**src/rtl/clock_tick_ctrl_if.sv**
```systemverilog
// Board-side signal bundle for clock_tick_ctrl: run control and time-set
// buttons in, advance pulse and burst status out.
interface clock_tick_ctrl_if;
  logic run_en;
  logic btn_min;
  logic btn_hour;
  logic ena;
  logic busy;

  // Board / stimulus side.
  modport master (
    output run_en,
    output btn_min,
    output btn_hour,
    input  ena,
    input  busy
  );

  // Sequencer side.
  modport slave (
    input  run_en,
    input  btn_min,
    input  btn_hour,
    output ena,
    output busy
  );
endinterface

```
**src/rtl/clock_tick_ctrl.sv**
```systemverilog
// Sequencer that owns clock_counter's advance enable. In normal running it
// emits one single-cycle pulse per second from a prescaler. A minute or hour
// button edge turns into a back-to-back burst of pulses. Seconds ticks that
// land inside a burst are folded into the burst so no time is lost.
module clock_tick_ctrl #(
  parameter int unsigned SEC_DIV     = 100000000,
  parameter int unsigned MIN_PULSES  = 60,
  parameter int unsigned HOUR_PULSES = 3600
) (
  input logic              clk,
  input logic              reset,
  clock_tick_ctrl_if.slave bus
);

  localparam int unsigned PcntW  = $clog2(SEC_DIV);
  localparam int unsigned RemW   = 13;
  localparam int unsigned RemMax = (1 << RemW) - 1;

  localparam logic [PcntW-1:0] PcntMax = PcntW'(SEC_DIV - 1);

  typedef enum logic [0:0] {
    StIdle,
    StBurst
  } state_e;

  // Button synchronisers: bit 0 and bit 1 form the 2-flop synchroniser,
  // bit 2 holds the previous synchronised value for edge detection.
  logic [2:0] min_sync_q;
  logic [2:0] hour_sync_q;
  logic       rise_min;
  logic       rise_hour;

  logic [PcntW-1:0] pcnt_q;
  logic             sec_tick;

  state_e          state_q;
  logic [RemW-1:0] rem_q;
  logic            ena_q;
  logic            busy_q;

  logic [31:0]     load_sum;
  logic [RemW-1:0] load_rem;
  logic [RemW-1:0] rem_dec;
  logic            burst_last;
  logic            load_req;

  // Shift asynchronous button levels into the clock domain.
  always_ff @(posedge clk or posedge reset) begin
    if (reset) begin
      min_sync_q  <= 3'b000;
      hour_sync_q <= 3'b000;
    end else begin
      min_sync_q  <= {min_sync_q[1:0], bus.btn_min};
      hour_sync_q <= {hour_sync_q[1:0], bus.btn_hour};
    end
  end

  assign rise_min  = min_sync_q[1] & ~min_sync_q[2];
  assign rise_hour = hour_sync_q[1] & ~hour_sync_q[2];

  // Seconds prescaler; keeps its phase through bursts and holds while stopped.
  always_ff @(posedge clk or posedge reset) begin
    if (reset) begin
      pcnt_q <= '0;
    end else if (bus.run_en) begin
      if (pcnt_q == PcntMax) begin
        pcnt_q <= '0;
      end else begin
        pcnt_q <= pcnt_q + PcntW'(1);
      end
    end
  end

  assign sec_tick = (pcnt_q == PcntMax) & bus.run_en;

  // Burst length on a request: requested pulses plus any tick in this cycle,
  // saturated to the width of the remaining counter.
  always_comb begin
    load_sum = {31'd0, sec_tick};
    if (rise_min) begin
      load_sum = load_sum + MIN_PULSES;
    end
    if (rise_hour) begin
      load_sum = load_sum + HOUR_PULSES;
    end
    if (load_sum > RemMax) begin
      load_rem = RemW'(RemMax);
    end else begin
      load_rem = load_sum[RemW-1:0];
    end
  end

  // A zero-length request (only possible with zero pulse parameters) is ignored.
  assign load_req = (rise_min | rise_hour) & (load_rem != '0);

  // During a burst a coincident tick replaces the pulse being consumed, so the
  // count only drops on tick-free cycles and cannot overflow.
  assign rem_dec    = sec_tick ? rem_q : (rem_q - RemW'(1));
  assign burst_last = (rem_q <= RemW'(1)) & ~sec_tick;

  // Sequencer FSM with registered ena/busy. busy is set on the load cycle and
  // stays set through the cycle that carries the final pulse.
  always_ff @(posedge clk or posedge reset) begin
    if (reset) begin
      state_q <= StIdle;
      rem_q   <= '0;
      ena_q   <= 1'b0;
      busy_q  <= 1'b0;
    end else begin
      unique case (state_q)
        StIdle: begin
          if (load_req) begin
            // The tick of this cycle, if any, is carried inside rem.
            state_q <= StBurst;
            rem_q   <= load_rem;
            ena_q   <= 1'b0;
            busy_q  <= 1'b1;
          end else begin
            ena_q  <= sec_tick;
            busy_q <= 1'b0;
          end
        end
        StBurst: begin
          // Button edges seen here are deliberately dropped.
          ena_q  <= 1'b1;
          busy_q <= 1'b1;
          if (burst_last) begin
            state_q <= StIdle;
            rem_q   <= '0;
          end else begin
            rem_q <= rem_dec;
          end
        end
        default: begin
          state_q <= StIdle;
          rem_q   <= '0;
          ena_q   <= 1'b0;
          busy_q  <= 1'b0;
        end
      endcase
    end
  end

  assign bus.ena  = ena_q;
  assign bus.busy = busy_q;

endmodule
```
**src/flat_wrapper.sv**
```systemverilog
// flat-port wrapper written by rule: the top's interface ports become plain ports
module clock_tick_ctrl_flat 
#(
  parameter int unsigned SEC_DIV     = 100000000,
  parameter int unsigned MIN_PULSES  = 60,
  parameter int unsigned HOUR_PULSES = 3600
)
  (clk, reset, bus_run_en, bus_btn_min, bus_btn_hour, bus_ena, bus_busy);
  clock_tick_ctrl_if bus_i ();
  input logic clk;
  input logic reset;
  input wire logic [$bits(bus_i.run_en)-1:0] bus_run_en;
  input wire logic [$bits(bus_i.btn_min)-1:0] bus_btn_min;
  input wire logic [$bits(bus_i.btn_hour)-1:0] bus_btn_hour;
  output wire logic [$bits(bus_i.ena)-1:0] bus_ena;
  output wire logic [$bits(bus_i.busy)-1:0] bus_busy;
  assign bus_i.run_en = bus_run_en;
  assign bus_i.btn_min = bus_btn_min;
  assign bus_i.btn_hour = bus_btn_hour;
  assign bus_ena = bus_i.ena;
  assign bus_busy = bus_i.busy;
  clock_tick_ctrl #(.SEC_DIV(SEC_DIV), .MIN_PULSES(MIN_PULSES), .HOUR_PULSES(HOUR_PULSES)) u_core (.clk(clk), .reset(reset), .bus(bus_i));
endmodule
```
**config.mk**
```make
export PLATFORM = sky130hd
export DESIGN_NAME = clock_tick_ctrl_flat
export DESIGN_NICKNAME = d
export VERILOG_FILES = /design/src/rtl/clock_tick_ctrl_if.sv /design/src/rtl/clock_tick_ctrl.sv /design/src/flat_wrapper.sv
export SDC_FILE = /design/constraint.sdc
export NUM_CORES = 1
export LEC_CHECK = 0
export CAP_MARGIN = 15
export CORE_UTILIZATION = 37
export DETAILED_ROUTE_END_ITERATION = 6
export GPL_ROUTABILITY_DRIVEN = 0
export GPL_TIMING_DRIVEN = 0
export PLACE_DENSITY = 0.57
export REMOVE_ABC_BUFFERS = 1
export SLEW_MARGIN = 10
export SYNTH_ARGS = -nofsm -noshare
export SYNTH_HDL_FRONTEND = slang
export SYNTH_SLANG_ARGS = --single-unit
```
**constraint.sdc**
```tcl
create_clock -name clk -period 2.4 [get_ports clk]
set_clock_uncertainty 0.05 [all_clocks]
set_input_delay 0.48 -clock clk [delete_from_list [all_inputs] [get_ports clk]]
set_output_delay 0.48 -clock clk [all_outputs]
set_load 0.1 [all_outputs]
```
==> results.cfg <==
[status]
run_status = finished with violations
violations = DRC

[pwr]
total_power_mw = 1.72
peakVddDrop_uv = 345
power_per_cell_area_mw_per_mm2 = 613
static-leakage-power_nw = 1.24

[clock_tree]
clkLatencyLatePin_ns = 0.30
ctsHtreeMaxLevel = 2
cts_max_path_buffers = 2
cts_tree = built
cts.sink_count = 49
clock_tree.root_cell = sky130_fd_sc_hd__clkbuf_8
cts_inserted_buffers = 5
cts.reportedPaths.clkPinSlew_ns = 0.08
cts_hold_repair.buffers = 0

[routing]
drt-pass1-iter-count = 6
detail_route.wl_per_cell_um = 14.4
detailroute.via_count = 1854
post_dr_vias_cell = 5.41
total_wire_length_um = 4930
detail_route.iter0.violations = 105
drt.antenna.violating_nets = 0
drt_drc_violations_left = 2

[synthesis]
number_of_flops_mapped_to_enable_cells_by_yosys = 0
ys_seq_area_share_pct = 48.9
synth.ff_latch_count = 49
synthFlopType = sky130_fd_sc_hd__dfrtp_1
yosys-mux-area-fraction_pct = 1.65
syn_area_sq_mm = 0.00251
synthAdderAreaFrac_pct = 2.99
synthCells = 256
syn_avg_cell_area_sq_um = 9.80
synth_warn = 0
synth_cell_types = 48
synth_compound_gate_area_share_pct = 11.1
async_flop_share_pct = 100
largest_family_of_logic_cells_by_synthesized_area = simple AND/OR/NAND/NOR gates
yosys.area_share.xor_xnor_pct = 8.38
post_synth_and_or_nand_nor_area_fraction_pct = 23.8

[global_route]
initial_antenna_violation_count = 0
total_routing_resource_utilization_after_global_routing_pct = 14.7
overflow = 0
grt_pass1_vias = 1708
grt_max_degree = 32
grt_pass1_wl_um = 8310

[min_path]
min-delay-path-class = reg2reg
hold_path_startpoint = u_core.hour_sync_q[0]$_DFF_PP0_

[final_layout]
syn_to_final_growth_pct = 11.8
num-nets-final = 276
layoutNonFillerInstCount = 343
drive_above_1_share_pct = 7.89
layout_commonest_cell = sky130_fd_sc_hd__dfrtp_1
most-common-layout-cells = 49 x sky130_fd_sc_hd__dfrtp_1, 34 x sky130_fd_sc_hd__nor2_1, 24 x sky130_fd_sc_hd__nand2_1
antenna-diode-count = 0
design_area_sq_mm = 0.00280

[critical_path]
critical_path.cell_chain = clkdlybuf4s50_1
critical_path_arrival_ns = 1.76
cp_slowest_cell = sky130_fd_sc_hd__clkdlybuf4s50_1
critical_path.top_delay_family = buffers and inverters
rrSetupSlack_ns = 0.22
setup.worst_path.start = u_core.bus.ena$_DFF_PP0_
critPathBufInv = 1
worst_path_largest_cell_delay_ns = 1.13
crit_path_end_kind = output port
worst-path-max-fanout = 1
start_kind = flop
r2r_path_start = u_core.rem_q[4]$_DFFE_PP0P_
worst-endpoint-required_ns = 1.87
worst-setup-path-type = reg2out

[sta]
max_freq_mhz = 437
setup_viol = 0
pin_slew_with_the_least_headroom_to_its_limit_ns = 0.970
report.final.hold_viol_count = 0
fin_worst_hold_slack_ns = 0.309
min_period_ns = 2.29
max_slew_violation_count = 0
rsz0062_at_grt = no
post-route-worst-setup-slack_ns = 0.113
relSlewSlack_pct = 35.1
min_period_over_period_pct = 95.3

[floorplan]
starting_density_of_the_core_pct = 38.8
rows = 29
die_y_um = 84.3
floorplan.core_area_sq_mm = 0.00646
io-pin-count = 7
die_w_um = 84.3
die_area_sq_mm = 0.00711

[placed_design]
detailedPlace.worstSlack_ns = -0.868
port-buffer-count = 6
dp.final_hpwl_um = 3410
dpl.cell_count = 331
detailed_place.area_sq_mm = 0.00264

[flow_run]
maxCapViolCount = 0
==> sequential cells by signal, summed over array words and instances, names as in the netlist <==
name and count:
u_core.bus.busy 1, u_core.hour_sync_q 3, u_core.state_q 1, u_core.rem_q 13, u_core.pcnt_q 27, u_core.bus.ena 1
u_core.min_sync_q 3
==> Yosys cell counts (4+ instances only) <==
cell type / instances / area share (%)
sky130_fd_sc_hd__ha_1: 6 / 3.0
sky130_fd_sc_hd__and3_1: 4 / 1.0
sky130_fd_sc_hd__o21ai_0: 4 / 0.80
sky130_fd_sc_hd__nor3_1: 8 / 1.6
sky130_fd_sc_hd__o211ai_1: 5 / 1.5
sky130_fd_sc_hd__dfrtp_1: 49 / 49
sky130_fd_sc_hd__inv_1: 10 / 1.5
sky130_fd_sc_hd__nand2_1: 24 / 3.6
sky130_fd_sc_hd__nor2_1: 34 / 5.1
sky130_fd_sc_hd__xor2_1: 17 / 5.9
sky130_fd_sc_hd__nor4_1: 5 / 1.2
sky130_fd_sc_hd__nand4_1: 11 / 2.7
sky130_fd_sc_hd__a21oi_1: 6 / 1.2
sky130_fd_sc_hd__nand3_1: 13 / 2.6
sky130_fd_sc_hd__clkbuf_1: 6 / 0.90
sky130_fd_sc_hd__xnor2_1: 7 / 2.4
==> per-stage QoR <==
step / utilization [%] / setup TNS [ns]
after floorplan: - / 0
after global placement: 40.6 / -27.34
after detailed placement: 40.9 / -12.50
after CTS: 42.9 / 0
after global routing: 43.4 / 0
final: 43.4 / 0
==> final timing paths <==
| check | endpoint | cells after the start |
|---|---|---|
| worst max-delay path | bus_ena | 1 |
| worst min-delay path | u_core.hour_sync_q[1]$_DFF_PP0_ | 0 |
| worst max register to register | u_core.rem_q[4]$_DFFE_PP0P_ | 5 |
| worst min register to register | u_core.hour_sync_q[1]$_DFF_PP0_ | 0 |
| max in group asynchronous | u_core.rem_q[4]$_DFFE_PP0P_ | 3 |
| min in group asynchronous | u_core.pcnt_q[11]$_DFFE_PP0P_ | 2 |
==> report_power, final <==
part / internal, mW / switching, mW / total [mW]
Combinational: 0.0759 / 0.0857 / 0.162
Clock: 0.340 / 0.270 / 0.610
Sequential: 0.887 / 0.0604 / 0.947
==> final cells by class <==
type                            count  area, sq um
Fill cell                         626         3650
Sequential cell                    49         1230
Multi-Input combinational cell    189         1220
Timing Repair Buffer               10          103
Tap cell                           77         96.3
Clock buffer                        7         86.3
Inverter                           10         37.5
Clock inverter                      1         30.0
==> routing by layer <==
layer  vias to the layer above  wire [um]  track usage, %
li1                        924          -               -
met1                       896       2590            22.1
met2                        29       2110            21.4
met3                         5        154            2.65
met4                         0         74            4.62
met5                         -          0               0
==> repair_timing <==
item | CTS | global route
gates resized for setup | 3 | 1
pin swaps | 0 | 2
setup buffers | 0 | 3
hold endpoints to repair | 0 | 0
endpoints found under the setup margin | 23 | 3
cloned | 0 | 1
==> cells by family after synthesis <==
| kind of cell | Yosys count |
|---|---|
| AO/OA/AOI/OAI | 35 |
| XOR/XNOR | 24 |
| adder cells (fa/ha/maj) | 6 |
| buffers and inverters | 19 |
| flip-flops | 49 |
| multiplexers | 4 |
| AND/OR/NAND/NOR | 119 |
Power figures use the tool's default switching activity.
==> patch 1, RTL diff (config.mk and constraints unchanged) <==
`RemW`: 13 -> 14.
--- a/src/rtl/clock_tick_ctrl.sv
+++ b/src/rtl/clock_tick_ctrl.sv
@@ -14,5 +14,5 @@
 
   localparam int unsigned PcntW  = $clog2(SEC_DIV);
-  localparam int unsigned RemW   = 13;
+  localparam int unsigned RemW   = 14;
   localparam int unsigned RemMax = (1 << RemW) - 1;
 
Formal check against the unedited RTL: no difference found for any inputs over 10 cycles, from zero or initial values and one cycle with reset high; that may be too few to reach the edited logic, so the function may still have changed.
==> patch 1 against the original RTL <==
Count of clock-buffer cells in the layout is 1 lower. Sequential cell count rose by 1. Register-to-register slack got worse by 0.16 ns. Clock power is 2% lower. Routed wire length up 5.6%. Worst setup slack got worse by 0.056 ns. Synthesized area grew 4.1%. Core utilization grew 0.66 points. Design area increased by 6.8%. Power decreased by 1.2%. Critical endpoint is now u_core.rem_q[3]. Largest cell class is now multi-input combinational cells.
==> patch 1: results (changes against the original RTL) <==
worst_setup_path:
  reg2reg_depth: 5  # unchanged
  r2r_setup_slack_ns: 0.06  # -0.16 ns
  start_kind: "flop"
  endpoint: "u_core.rem_q[3]"
  worstPathArrival_ns: 2.50  # +0.74 ns
  path_max_fanout: 6  # +5
  r2r-start: "u_core.rem_q[7]"
  r2r-end: "u_core.rem_q[3]"
hold_path:
  whs_path_depth: 0  # unchanged
  min_path_type: "reg2reg"
  min_from: "u_core.min_sync_q[0]"
  hold_end: "u_core.min_sync_q[1]"
detailed_routing:
  wire_per_inst_um: 13.8  # -3.9%
  drtIter0Drc: 135  # +29%
  vias: 2002  # +8.0%
  firstDrtPassIters: 6  # unchanged
synthesis:
  async_flop_share: 1.00  # unchanged
  synth.distinct_cells: 51  # +6.3%
  yosys-top-cells-area: "dfrtp_1, xnor2_1, nor2_1"
  yosysWarnings: 0  # unchanged
  netlist_top_cells_count: "dfrtp_1, nor2_1, nand2_1"
  synthMuxAreaShare: 0.0115  # -0.00496
  syn_avg_cell_area_um2: 9.64  # -1.6%
  synth_compound_area_frac: 0.120  # +0.00851
  ys_seq_area_frac: 0.479  # -0.00985
  synth_top_area_frac: 0.479  # -0.00985
  synth_xor_area_frac: 0.0805  # -0.00333
  synthAdderAreaFrac: 0.0287  # -0.00119
clocking:
  numCtsBuffers: 5  # unchanged
  cts_buffer_depth: 2  # unchanged
  clockRootBuffer: "clkbuf_8"
  cts_max_level: 2  # unchanged
  clk_pin_slew_worst_paths_ns: 0.09
  worstSkewPairLatency_ns: 0.31
finish:
  insertedDiodeCount: 0  # unchanged
  nets: 291  # +5.4%
  final_layout_size_suffix_gt1_frac: 0.117  # +0.0385
  top_regs: "u_core.pcnt_q: 27 flops, u_core.rem_q: 14 flops"
  stdcell_count: 377  # +9.9%
power_and_ir_drop:
  peakVddDrop_mv: 0.212  # -39%
  p_leak_nw: 1.25  # +0.71%
place:
  preCtsSetupSlack_ns: -0.686  # +0.182 ns
  dp_hpwl_um: 3530  # +3.5%
  dpl-instance-area_mm2: 0.00278  # +5.2%
  io_buffers: 6  # unchanged
  place_inst: 362  # +9.4%
global_route:
  grt_use_total: 0.164  # +0.0177
  grt_pass1_wl_um: 9490  # +14%
  antenna_found_initial: 0  # unchanged
  grt_max_degree: 34  # +6.3%
timing:
  finalMaxSlewViolations: 0  # unchanged
  max_slew_margin: 0.359  # +0.00731
  holdWs_ns: 0.304  # -0.00445 ns
  max_freq_mhz: 427  # -2.4%
flow_run:
  maxCapViolations: 0  # unchanged
run_status:
  status: "complete, no violations"
-- patch 1: cell types whose count changed after synthesis, sizes merged, moves of 6 or more --
cell and delta:
or3 +6, nor2 -8, xnor2 +9, xor2 -9, nor3 +6
-- patch 1: routing by layer --
metal | wire, µm | share of wire | vias to the layer above | global-route usage
met5 | 0 | 0 | - | 0
li1 | - | - | 993 | -
met1 | 2710 | 0.52 | 972 | 0.238
met4 | 95 | 0.018 | 0 | 0.0697
met2 | 2250 | 0.43 | 30 | 0.236
met3 | 147 | 0.028 | 7 | 0.0356
-- patch 1: power by group --
part | leakage [nW] | switching [mW] | internal [mW]
Sequential | 0.631 | 0.0545 | 0.905
Clock | 0.0514 | 0.285 | 0.311
Combinational | 0.567 | 0.0704 | 0.0730
-- patch 1: final cells by class --
class | instances | area, µm²
Fill cell | 669 | 3800
Multi-Input combinational cell | 197 | 1320
Sequential cell | 50 | 1250
Timing Repair Buffer | 16 | 155
Tap cell | 96 | 120
Clock buffer | 6 | 72.6
Clock inverter | 2 | 37.5
Inverter | 10 | 37.5
-- patch 1: critical path, stage by stage (launching register included) --
cell and delay [ns]:
dfrtp_2 0.45, or4_4 0.55, or3_4 0.38, or3_1 0.40
a41o_1 0.24, a31o_1 0.17
-- patch 1: kinds of logic after synthesis --
| group | count (synthesis) |
|---|---|
| buf+inv | 24 |
| mux | 3 |
| simple gates | 120 |
| compound gates | 44 |
| xor+xnor | 24 |
| flops | 50 |
| fa+ha+maj | 6 |
-- patch 1: timing repair --
item                                   4_1_cts  5_1_grt
pin swaps                                    2        1
endpoints found under the hold margin        0        0
setup buffers                                5        2
setup endpoints to repair                   16       10
gates resized for setup                      7        3
hold buffers                                 0        0
==> patch 2, RTL diff (config.mk and constraints unchanged) <==
Without the edit above. Reset style: synchronous (`reset`), changed in 3 clocked blocks. Comments in the files are not updated.
--- a/src/rtl/clock_tick_ctrl.sv
+++ b/src/rtl/clock_tick_ctrl.sv
@@ -46,5 +46,5 @@
 
   // Shift asynchronous button levels into the clock domain.
-  always_ff @(posedge clk or posedge reset) begin
+  always_ff @(posedge clk) begin
     if (reset) begin
       min_sync_q  <= 3'b000;
@@ -60,5 +60,5 @@
 
   // Seconds prescaler; keeps its phase through bursts and holds while stopped.
-  always_ff @(posedge clk or posedge reset) begin
+  always_ff @(posedge clk) begin
     if (reset) begin
       pcnt_q <= '0;
@@ -101,5 +101,5 @@
   // Sequencer FSM with registered ena/busy. busy is set on the load cycle and
   // stays set through the cycle that carries the final pulse.
-  always_ff @(posedge clk or posedge reset) begin
+  always_ff @(posedge clk) begin
     if (reset) begin
       state_q <= StIdle;
Behaviour: differs if reset is asserted again (counterexample within 4 cycles, from zero or initial values and one cycle with reset high); with reset held inactive, the same outputs for 10 cycles.
==> patch 2 against the original RTL <==
Routed wire length decreased by 2.2%. Non-clock buffer count decreased by 4. Core utilization decreased by 2.2 points. Sequential share of layout area decreased by 6.5 points. Design area decreased by 6.1%. Sequential cell count unchanged. Hold slack improved by 0.086 ns. Count of clock-buffer cells in the layout decreased by 1. Worst setup slack improved by 0.012 ns. Register-to-register slack improved by 0.14 ns. Synthesized area decreased by 1.7%.
Power is not compared: it rests on default switching activity, and its combinational part moved more than twofold at a synthesized area within 25%.
==> patch 2: results (changes against the original RTL) <==
clocking:
  clockRootBuffer: "clkbuf_8"
  cts_setup_buffers: 0  # unchanged
  worstSkewPairLatency_ns: 0.30  # about the same
  cts_max_level: 2  # unchanged
  cts_buffer_depth: 2  # unchanged
  clk_pin_slew_worst_paths_ns: 0.09
  numCtsBuffers: 5  # unchanged
place:
  dp_hpwl_um: 3260  # -4.3%
  io_buffers: 6  # unchanged
  place_inst: 346  # +4.5%
  dpl-instance-area_mm2: 0.00255  # -3.6%
synthesis:
  async_flop_share: 0  # -1.00
  yosys-top-cells-area: "dfxtp_1, nor2_1, xnor2_1"
  syn_inst: 274  # +7.0%
  synth.distinct_cells: 55  # +15%
  netlist_top_cells_count: "dfxtp_1, nor2_1, nand2_1"
  synth_edf_count: 0  # unchanged
  ys_seq_area_frac: 0.398  # -0.0910
  yosysWarnings: 0  # unchanged
hold_path:
  hold_end: "u_core.min_sync_q[1]"
  whs_path_depth: 1  # +1
  min_from: "u_core.min_sync_q[0]"
  min_path_type: "reg2reg"
power_and_ir_drop:
  switching_power_uw: 640
  peakVddDrop_mv: 0.308
  p_leak_nw: 0.925
worst_setup_path:
  endpoint: "bus_busy"
  r2r_setup_slack_ns: 0.36  # +0.14 ns
  cp_slowest_cell: "clkdlybuf4s50_1"
  reg2reg_depth: 5  # unchanged
  path_max_fanout: 1  # unchanged
  r2r-start: "u_core.rem_q[9]"
  crit_start: "u_core.bus.busy"
  crit_family: "buffers and inverters"
  r2r-end: "u_core.rem_q[0]"
  slowest_delay_ns: 1.12
detailed_routing:
  avgViaCountPerCell: 5.42  # +0.24%
  vias: 1918  # +3.5%
  drtIter0Drc: 156  # +49%
  firstDrtPassIters: 4  # -2
  wire_per_inst_um: 13.6  # -5.2%
global_route:
  antenna_found_initial: 0  # unchanged
  grt_pass1_wl_um: 8220  # -1.0%
  grt_max_degree: 28  # -13%
  grt_pass1_vias: 1745  # +2.2%
  grt_use_total: 0.145  # -0.00143
timing:
  holdWs_ns: 0.395  # +0.0857 ns
  max_slew_margin: 0.348  # -0.00294
finish:
  nets: 287  # +4.0%
  final_layout_size_suffix_gt1_frac: 0.0903  # +0.0113
  insertedDiodeCount: 0  # unchanged
  top_regs: "u_core.pcnt_q: 27 flops, u_core.rem_q: 13 flops"
run_status:
  status: "complete, no violations"
## patch 2: changes by cell type after synthesis, sizes merged, moves of 6 or more
cell | unedited run | this run
dfrtp | 49 | 0
dfxtp | 0 | 49
nand3 | 13 | 7
nor2 | 35 | 43
xnor2 | 7 | 16
xor2 | 17 | 10
## patch 2: final cells by class
cell class                      count  area, µm²
Sequential cell                    49        981
Clock inverter                      2       10.0
Tap cell                           77       96.3
Clock buffer                        6       72.6
Timing Repair Buffer                6       60.1
Multi-Input combinational cell    205       1380
Fill cell                         656       3750
Inverter                            9       33.8
## patch 2: metrics by stage
step	total power, mW	worst slack, ns
floorplan	1.31	0.439
global placement	1.42	-0.572
detailed placement	1.43	-0.625
CTS	1.91	0.0425
global route	2.00	0.0448
finish	1.90	0.124
## patch 2: routing by layer
layer | routed length [µm] | GRT usage | share of wire
met4 | 68 | 0.0462 | 0.014
met3 | 124 | 0.0307 | 0.026
met2 | 2050 | 0.220 | 0.43
met5 | 0 | 0 | 0
met1 | 2580 | 0.205 | 0.53
## patch 2: timing repair
item | in CTS | in global routing
pin swaps | 0 | 0
gates resized for setup | 1 | 2
setup endpoints to repair | 27 | 28
## patch 2: cell families after synthesis
logic type / after synthesis / synth area share
and+or+nand+nor: 135 / 0.317
DFF: 49 / 0.398
AOI/OAI and AO/OA: 37 / 0.115
xor gates and xnor gates: 26 / 0.0923
buffers and inverters: 20 / 0.0441
adders and majority gates: 6 / 0.0304
muxes: 1 / 0.00406
## patch 2: power groups by stage
stage          combinational [mW]  sequential [mW]  clock [mW]
5_1_grt                     0.542            0.937       0.526
4_1_cts                     0.488            0.926       0.495
3_5_place_dp                0.484            0.945           0
3_3_place_gp                0.475            0.944           0
2_1_floorplan               0.358            0.949           0
6_report                    0.491            0.928       0.481
